<file path="config.mk">
export PLATFORM = sky130hd
export DESIGN_NAME = am2924_sel_arbiter
export DESIGN_NICKNAME = d
export VERILOG_FILES = /design/src/rtl/am2924_sel_arbiter.sv
export SDC_FILE = /design/constraint.sdc
export NUM_CORES = 1
export LEC_CHECK = 0
export BUFFER_PORTS_ARGS = -buffer_cell sky130_fd_sc_hd__clkbuf_2
export CAP_MARGIN = 10
export CORE_MARGIN = 1.5
export CORE_UTILIZATION = 42
export DETAILED_ROUTE_END_ITERATION = 8
export RECOVER_POWER = 100
export REMOVE_ABC_BUFFERS = 1
export SYNTH_ARGS = -nofsm -noshare
export SYNTH_HDL_FRONTEND = slang
export SYNTH_SLANG_ARGS = --single-unit
</file>
<file path="constraint.sdc">
create_clock -name clk -period 4.3 [get_ports clk]
set_input_delay 0.43 -clock clk [delete_from_list [all_inputs] [get_ports clk]]
set_output_delay 0.43 -clock clk [all_outputs]
set_load 0.02 [all_outputs]
</file>
<file path="src/rtl/am2924_sel_arbiter.sv">
// Round-robin arbiter/sequencer that shares one am2924 1-of-8 decoder among eight
// requesters, with a guaranteed disabled cycle between consecutive grants.

// One rotated-priority slot: reports whether requester (start + IDX) mod 8 is asking.
module am2924_sel_arbiter_lane #(
    parameter int IDX = 0
) (
    input  logic [7:0] req,
    input  logic [2:0] start,
    output logic       hit
);
    logic [2:0] src;

    assign src = start + 3'(IDX);
    assign hit = req[src];
endmodule

module am2924_sel_arbiter #(
    parameter int HOLD_MAX = 4
) (
    input  logic       clk,
    input  logic       rst,
    input  logic [7:0] req,
    input  logic       inh,
    output logic       c,
    output logic       b,
    output logic       a,
    output logic       g1,
    output logic       g2a_,
    output logic       g2b_,
    output logic [2:0] gid,
    output logic       act
);
    localparam int NUM_REQ = 8;
    // Out-of-range settings are clamped so the 4-bit hold counter can always reach the limit.
    localparam int HOLD_LIM = (HOLD_MAX < 1) ? 1 : ((HOLD_MAX > 15) ? 15 : HOLD_MAX);
    localparam logic [3:0] HOLD_C = 4'(HOLD_LIM);

    typedef enum logic [1:0] {
        IDLE  = 2'b00,
        GRANT = 2'b01
    } state_t;

    state_t              state, state_nx;
    logic [2:0]          last, last_nx;
    logic [3:0]          cnt, cnt_nx;
    logic [2:0]          gid_nx;
    logic                g1_nx, g2a_nx, g2b_nx, act_nx;

    logic [2:0]          start;
    logic [NUM_REQ-1:0]  rreq;
    logic [2:0]          off;
    logic [2:0]          pick;
    logic                any_req;
    logic [NUM_REQ-1:0]  gid_oh;
    logic                others;
    logic                own_req;

    // Requests rotated so that slot 0 is the requester right after the last grantee.
    assign start = last + 3'd1;

    genvar gi;
    generate
        for (gi = 0; gi < NUM_REQ; gi++) begin : g_lane
            am2924_sel_arbiter_lane #(.IDX(gi)) u_lane (
                .req   (req),
                .start (start),
                .hit   (rreq[gi])
            );
        end
    endgenerate

    always_comb begin
        off = '0;
        for (int k = NUM_REQ - 1; k >= 0; k--) begin
            if (rreq[k]) off = 3'(k);
        end
    end

    assign pick    = start + off;
    assign any_req = |req;
    assign gid_oh  = 8'b1 << gid;
    assign others  = |(req & ~gid_oh);
    assign own_req = req[gid];

    always_comb begin
        state_nx = state;
        last_nx  = last;
        cnt_nx   = cnt;
        gid_nx   = gid;
        g1_nx    = g1;
        g2a_nx   = g2a_;
        g2b_nx   = g2b_;
        act_nx   = act;

        case (state)
            IDLE: begin
                g1_nx  = 1'b0;
                g2a_nx = 1'b1;
                g2b_nx = 1'b1;
                act_nx = 1'b0;
                if (!inh && any_req) begin
                    state_nx = GRANT;
                    gid_nx   = pick;
                    cnt_nx   = 4'd1;
                    g1_nx    = 1'b1;
                    g2a_nx   = 1'b0;
                    g2b_nx   = 1'b0;
                    act_nx   = 1'b1;
                end
            end

            GRANT: begin
                g1_nx  = 1'b1;
                g2a_nx = 1'b0;
                act_nx = 1'b1;
                // A dropped request wins over inhibit, and both win over the hold limit.
                if (!own_req || (!inh && cnt >= HOLD_C && others)) begin
                    state_nx = IDLE;
                    last_nx  = gid;
                    cnt_nx   = '0;
                    g1_nx    = 1'b0;
                    g2a_nx   = 1'b1;
                    g2b_nx   = 1'b1;
                    act_nx   = 1'b0;
                end else if (inh) begin
                    g2b_nx = 1'b1;
                end else if (cnt >= HOLD_C) begin
                    cnt_nx = HOLD_C;
                    g2b_nx = 1'b0;
                end else begin
                    cnt_nx = cnt + 4'd1;
                    g2b_nx = 1'b0;
                end
            end

            default: begin
                state_nx = IDLE;
                cnt_nx   = '0;
                g1_nx    = 1'b0;
                g2a_nx   = 1'b1;
                g2b_nx   = 1'b1;
                act_nx   = 1'b0;
            end
        endcase
    end

    // Select lines are registered copies of gid; gid only moves on IDLE->GRANT, while g1 is low.
    always_ff @(posedge clk or posedge rst) begin
        if (rst) begin
            state <= IDLE;
            last  <= 3'd7;
            cnt   <= '0;
            gid   <= '0;
            c     <= 1'b0;
            b     <= 1'b0;
            a     <= 1'b0;
            g1    <= 1'b0;
            g2a_  <= 1'b1;
            g2b_  <= 1'b1;
            act   <= 1'b0;
        end else begin
            state <= state_nx;
            last  <= last_nx;
            cnt   <= cnt_nx;
            gid   <= gid_nx;
            c     <= gid_nx[2];
            b     <= gid_nx[1];
            a     <= gid_nx[0];
            g1    <= g1_nx;
            g2a_  <= g2a_nx;
            g2b_  <= g2b_nx;
            act   <= act_nx;
        end
    end
endmodule

</file>
; ---- Word level (Yosys, flattened, before mapping)
; Index checks and enable logic that the tools add are counted.
[word_totals]
regBits = 18
in_bits = 11
output_inout_bits = 10
wordCells = 94
[classes]
addsub = 10
order_cmp = 10
eq_ne = 4
shift = 1
n_mux = 45
bitwise = 2
reduce_logical = 12
[ops]
columns = op, n
row1 = $lt A3 B4 Y1 const B, 9
row2 = $mux W3, 10
row3 = $bmux W1 S3, 9
row4 = $mux W4, 4
row5 = $reduce_or A8 Y1, 2
row6 = $mux W1, 15
row7 = $add A3 B3 Y3 const B, 4
row8 = $and A8 B8 Y8, 1
row9 = $not A8 Y8, 1
row10 = $pmux W4 S2, 1
row11 = $shl A1 B3 Y8 const A, 1
row12 = $add A3 B1 Y3 const B, 2
row13 = $add A3 B2 Y3 const B, 2
row14 = $pmux W1 S2, 3
row15 = $reduce_and A2 Y1, 3
row16 = $add A4 B1 Y4 const B, 1
row17 = $ge A4 B3 Y1 const B, 1
row18 = $mux W2, 2
row19 = $ne A2 B2 Y1 const B, 2
row20 = $pmux W2 S2, 1
row21 = $add A3 B3 Y3, 1
row22 = $logic_and A1 B1 Y1, 3
row23 = $ne A3 B3 Y1 const B, 1
row24 = $eq A2 B1 Y1 const B, 1
row25 = other kinds (3), 4

; ---- Logic depth before layout (Yosys ltp)
[depth]
word_depth = 15
depth_mapped = 13
depth_no_buf = 12

; ---- By module
; From an unflattened synthesis, not the netlist that was laid out.
[unflattened]
cells_unflattened = 147
hier_area_um2 = 1671.6
[modules_own_cells]
columns = module, n_inst, cells_per_inst, area_each_um2, seq_area_each_um2
row1 = am2924_sel_arbiter, 1, 111, 1061.0, 356.6
row2 = am2924_sel_arbiter_lane (g_lane[0].u_lane ...), 4, 3, 63.8, 0.0
row3 = am2924_sel_arbiter_lane (g_lane[3].u_lane ...), 2, 7, 92.6, 0.0
row4 = am2924_sel_arbiter_lane (g_lane[1].u_lane ...), 2, 5, 85.1, 0.0

; ---- Worst setup path after synthesis
; OpenSTA, ideal clock, no wires.
[synth_timing]
path_kind = register to register
from = register last[1]
to = register c
setup_time_ns = 0.134
t_arrival_ns = 2.856
required_ns = 4.166
setup_slack_ns = 1.311
path_stages_with_launch = 12
path_buffers = 1
synth_period_minus_slack_ns = 2.989
cell_sequence = dfstp_2 > ha_1 > buf_6 > mux4_2 > mux2_4 > o21bai_1 > a21boi_1 > ha_1 > fa_1 > xor2_1 > xnor2_1 > a21oi_1
[synth_between]
elab_chain_cells = 15
word_cells_on_any_way = 35
classes_between = add/sub (9) / mux (26)
[synth_rtl]
columns = element, line
row1 = from (decl), 45  ; logic [2:0] last, last_nx;
row2 = from (signal assigned), 164  ; last <= last_nx;
row3 = $add A3 B1 Y3 (*), 60  ; assign start = last + 3'd1;
row4 = $add A3 B3 Y3, 14  ; assign src = start + 3'(IDX);
row5 = $bmux W1 S3, 15  ; assign hit = req[src];
row6 = $mux W1 (implied by the code), 15
row7 = $mux W3 (8 in a row), 76  ; if (rreq[k]) off = 3'(k);
row8 = $add A3 B3 Y3 (*), 80  ; assign pick = start + off;
row9 = $mux W3 (*), 102  ; if (!inh && any_req) begin
row10 = $mux W3 (*), 96  ; case (state)
row11 = to (signal assigned), 167  ; c <= gid_nx[2];
row12 = to (decl), 25  ; output logic c,
; Mark *: on every way between the ends. The rest lies on a longest branch, timed or not. The select of a mux whose other input is x is not followed.
; A chain may end at the register's enable or synchronous reset.

; ---- Worst setup path in the final report
[layout_timing]
from = register last[0]
to = register c
; The elaborated chain is that of the path after synthesis.

==> results_dict.tcl <==
set metrics [dict create \
    outcome "finished clean" \
    endpoint "c$_DFFE_PP0P_" \
    setup_tns_ns 0 \
    min_period_over_period 0.846 \
    area_delta_synth_final_pct 5.49 \
    row_count 19 \
    antenna_cells 0 \
    cp.arrival_ns 3.77 \
    drv_slew 0 \
    dieWidth_um 58.6 \
    synth_warnings 0 \
    dpl.hpwl_um 1990 \
    io_buffers 20 \
    path_cells "ha_1 -> mux4_1 -> mux2_4 -> o21bai_1 -> a21boi_0 -> ha_1 -> fa_1 -> xor2_1 -> xnor2_1 -> a21oi_1" \
    layoutNonFillerInstCount 161 \
    drt-total-wl_um 2510 \
    grt_max_degree 15 \
    gp_congestion 0.850 \
    clkTransAtPathRegs_ns 0.08 \
    maxCapViolCount 0 \
    die_area_mm2 0.00344 \
    dp.cells 157 \
    via_count 947 \
    clk_path_buf_depth 2 \
    end_kind "flip-flop" \
    cts_root_buf "clkbuf_4" \
    wl_per_cell_um 15.6 \
    coreArea_mm2 0.00285 \
    worst_slew_pin_slew_ns 0.554 \
    crit_required_ns 4.43 \
    slowest_stage "dfstp_1" \
    cp-startpoint "last[0]$_DFFE_PP1P_" \
    postCtsHoldBufs 0 \
    grt_pass1_vias 964 \
    drtAntennaViolNets 0 \
    synth_area_mm2 0.00130 \
    r2r-end "c$_DFFE_PP0P_" \
    nFillCells 273 \
    antenna_found_initial 0 \
    fmax_mhz 275 \
    htreeDepth 1 \
    drt_pass1_iterations 4 \
    start_util 0.455 \
    rr_worst_depth 10 \
    syn_inst 116 \
    synth_ff_type "dfrtp_1" \
    first_iter_violations 23 \
    avgSynthCellArea_um2 11.2 \
    synth_cell_types 45 \
    ios 21 \
    ys_ff_latch 14 \
    relSlewSlack 0.630 \
    async_flop_share 1.00 \
    setup_viol 0 \
    min_period_ns 3.64 \
    cts_sinks 14 \
    grt-ovfl-total 0 \
    criticalPathCategory "reg2reg" \
    dieHeight_um 58.6 \
    finalHoldViolations 0 \
    path_common_cell "ha_1" \
    drive_gt1_frac 0.300 \
    cts_tree "done" \
    synth.yosys.seq_area_share 0.275 \
    rsz0062_at_grt "no" \
    drt-vias-per-instance 5.88 \
    grt_usage 0.169 \
    regToRegSetupSlack_ns 0.66 \
    crit_fanout 12 \
    drc 0 \
    synth_edf_count 0 \
    grt_pass1_wl_um 4440 \
    nets 146 \
    start_kind "flip-flop" \
    cts_setup_buffers 0 \
    max_stage_delay_ns 0.76 \
    hp-class "in2async" \
    clk_latency_ns 0.27 \
    post_cts_resize_count 0 \
    fin_skew_ns 0.00119 \
    cts_buffers 3 \
    r2r-start "last[0]$_DFFE_PP1P_" \
]
[worst max-delay path, delay by kind of cell (launching register included)]
kind / cells / cell delay, ns
multiplexers: 2 / 0.96
AO/OA/AOI/OAI: 3 / 0.32
adder cells (fa/ha/maj): 3 / 1.13
flip-flops: 1 / 0.76
XOR/XNOR: 2 / 0.34
[area by class of cell]
| type | instances | area [um^2] | share of cell area |
|---|---|---|---|
| multi-input combinational | 88 | 846 | 0.617 |
| sequential | 14 | 357 | 0.260 |
| timing repair buffer | 20 | 87.6 | 0.0639 |
| tap | 31 | 38.8 | 0.0283 |
| clock buffer | 4 | 26.3 | 0.0192 |
| inverter | 4 | 15.0 | 0.0110 |
[cell families (layout without fill, tap and decap cells)]
family	Yosys count	count (layout)	share of synthesized area
adder cells (fa/ha/maj)	4	4	0.0443
buffers and inverters	14	28	0.0713
AND/OR/NAND/NOR	27	27	0.109
multiplexers	28	28	0.328
XOR/XNOR	5	5	0.0511
AO/OA/AOI/OAI	24	24	0.122
flip-flops	14	14	0.275
[state kept, by name (all words and copies together) (netlist names)]
name	cells
gid	2
last	3
g2b_	1
cnt	4
state	1
g2a_	1
act	1
c	1
[worst min path at each step]
stage                     startpoint  cells past startpoint       endpoint  slack (ns)
after floorplan                  rst                      1  act$_DFF_PP0_        0.32
after global placement           rst                      2  act$_DFF_PP0_        0.47
after detailed placement         rst                      2  act$_DFF_PP0_        0.47
after CTS                        rst                      2  act$_DFF_PP0_        0.16
after global routing             rst                      2  c$_DFFE_PP0P_        0.19
final                            rst                      2  act$_DFF_PP0_        0.16
[per-stage QoR]
step / worst slack [ns] / utilization / hold slack, ns / instance area [um^2]
4_1_cts: 0.778 / 0.486 / 0.164 / 1390
3_3_place_gp: 0.855 / 0.477 / 0.466 / 1360
2_1_floorplan: 1.02 / - / 0.316 / 1220
5_1_grt: 0.386 / 0.480 / 0.193 / 1370
3_5_place_dp: 0.794 / 0.477 / 0.471 / 1360
6_report: 0.662 / 0.480 / 0.158 / 1370
[cell usage after synthesis, drive strengths merged (2+ instances only)]
master  count  share of area
mux2i      11          0.088
nor2       11          0.038
mux4       10           0.18
buf         9          0.057
dfrtp       9           0.17
mux2        7          0.064
a21oi       6          0.023
dfstp       5           0.10
o21ai       5          0.019
inv         4          0.012
nand2       4          0.012
ha          3          0.029
a21boi      2          0.012
a31oi       2         0.0096
nor3        2         0.0077
nor3b       2          0.012
o21bai      2          0.012
or2         2         0.0096
xnor2       2          0.019
xor2        2          0.013
[per-layer routing]
layer,vias up,GRT usage,wire [um]
li1,464,-,-
met1,475,0.230,1130
met2,8,0.287,1330
met3,0,0.0396,47
met4,0,0.0195,0
met5,-,0,0
[layout by cell type (no fill, tap or decap), types with 2 or more instances in the layout]
master / count
a21boi_0: 2
a21oi_1: 6
a31oi_1: 2
clkbuf_1: 11
clkbuf_2: 10
clkbuf_4: 3
dfrtp_1: 9
dfstp_2: 4
ha_1: 3
inv_1: 4
mux2_2: 6
mux2i_1: 11
mux4_2: 9
nand2_1: 4
nor2_1: 10
nor3_1: 2
nor3b_1: 2
o21ai_0: 5
o21bai_1: 2
or2_2: 2
xor2_1: 2
Power is not shown: default switching activity piles up to over one toggle a cycle in this logic, so the estimate is an artifact.
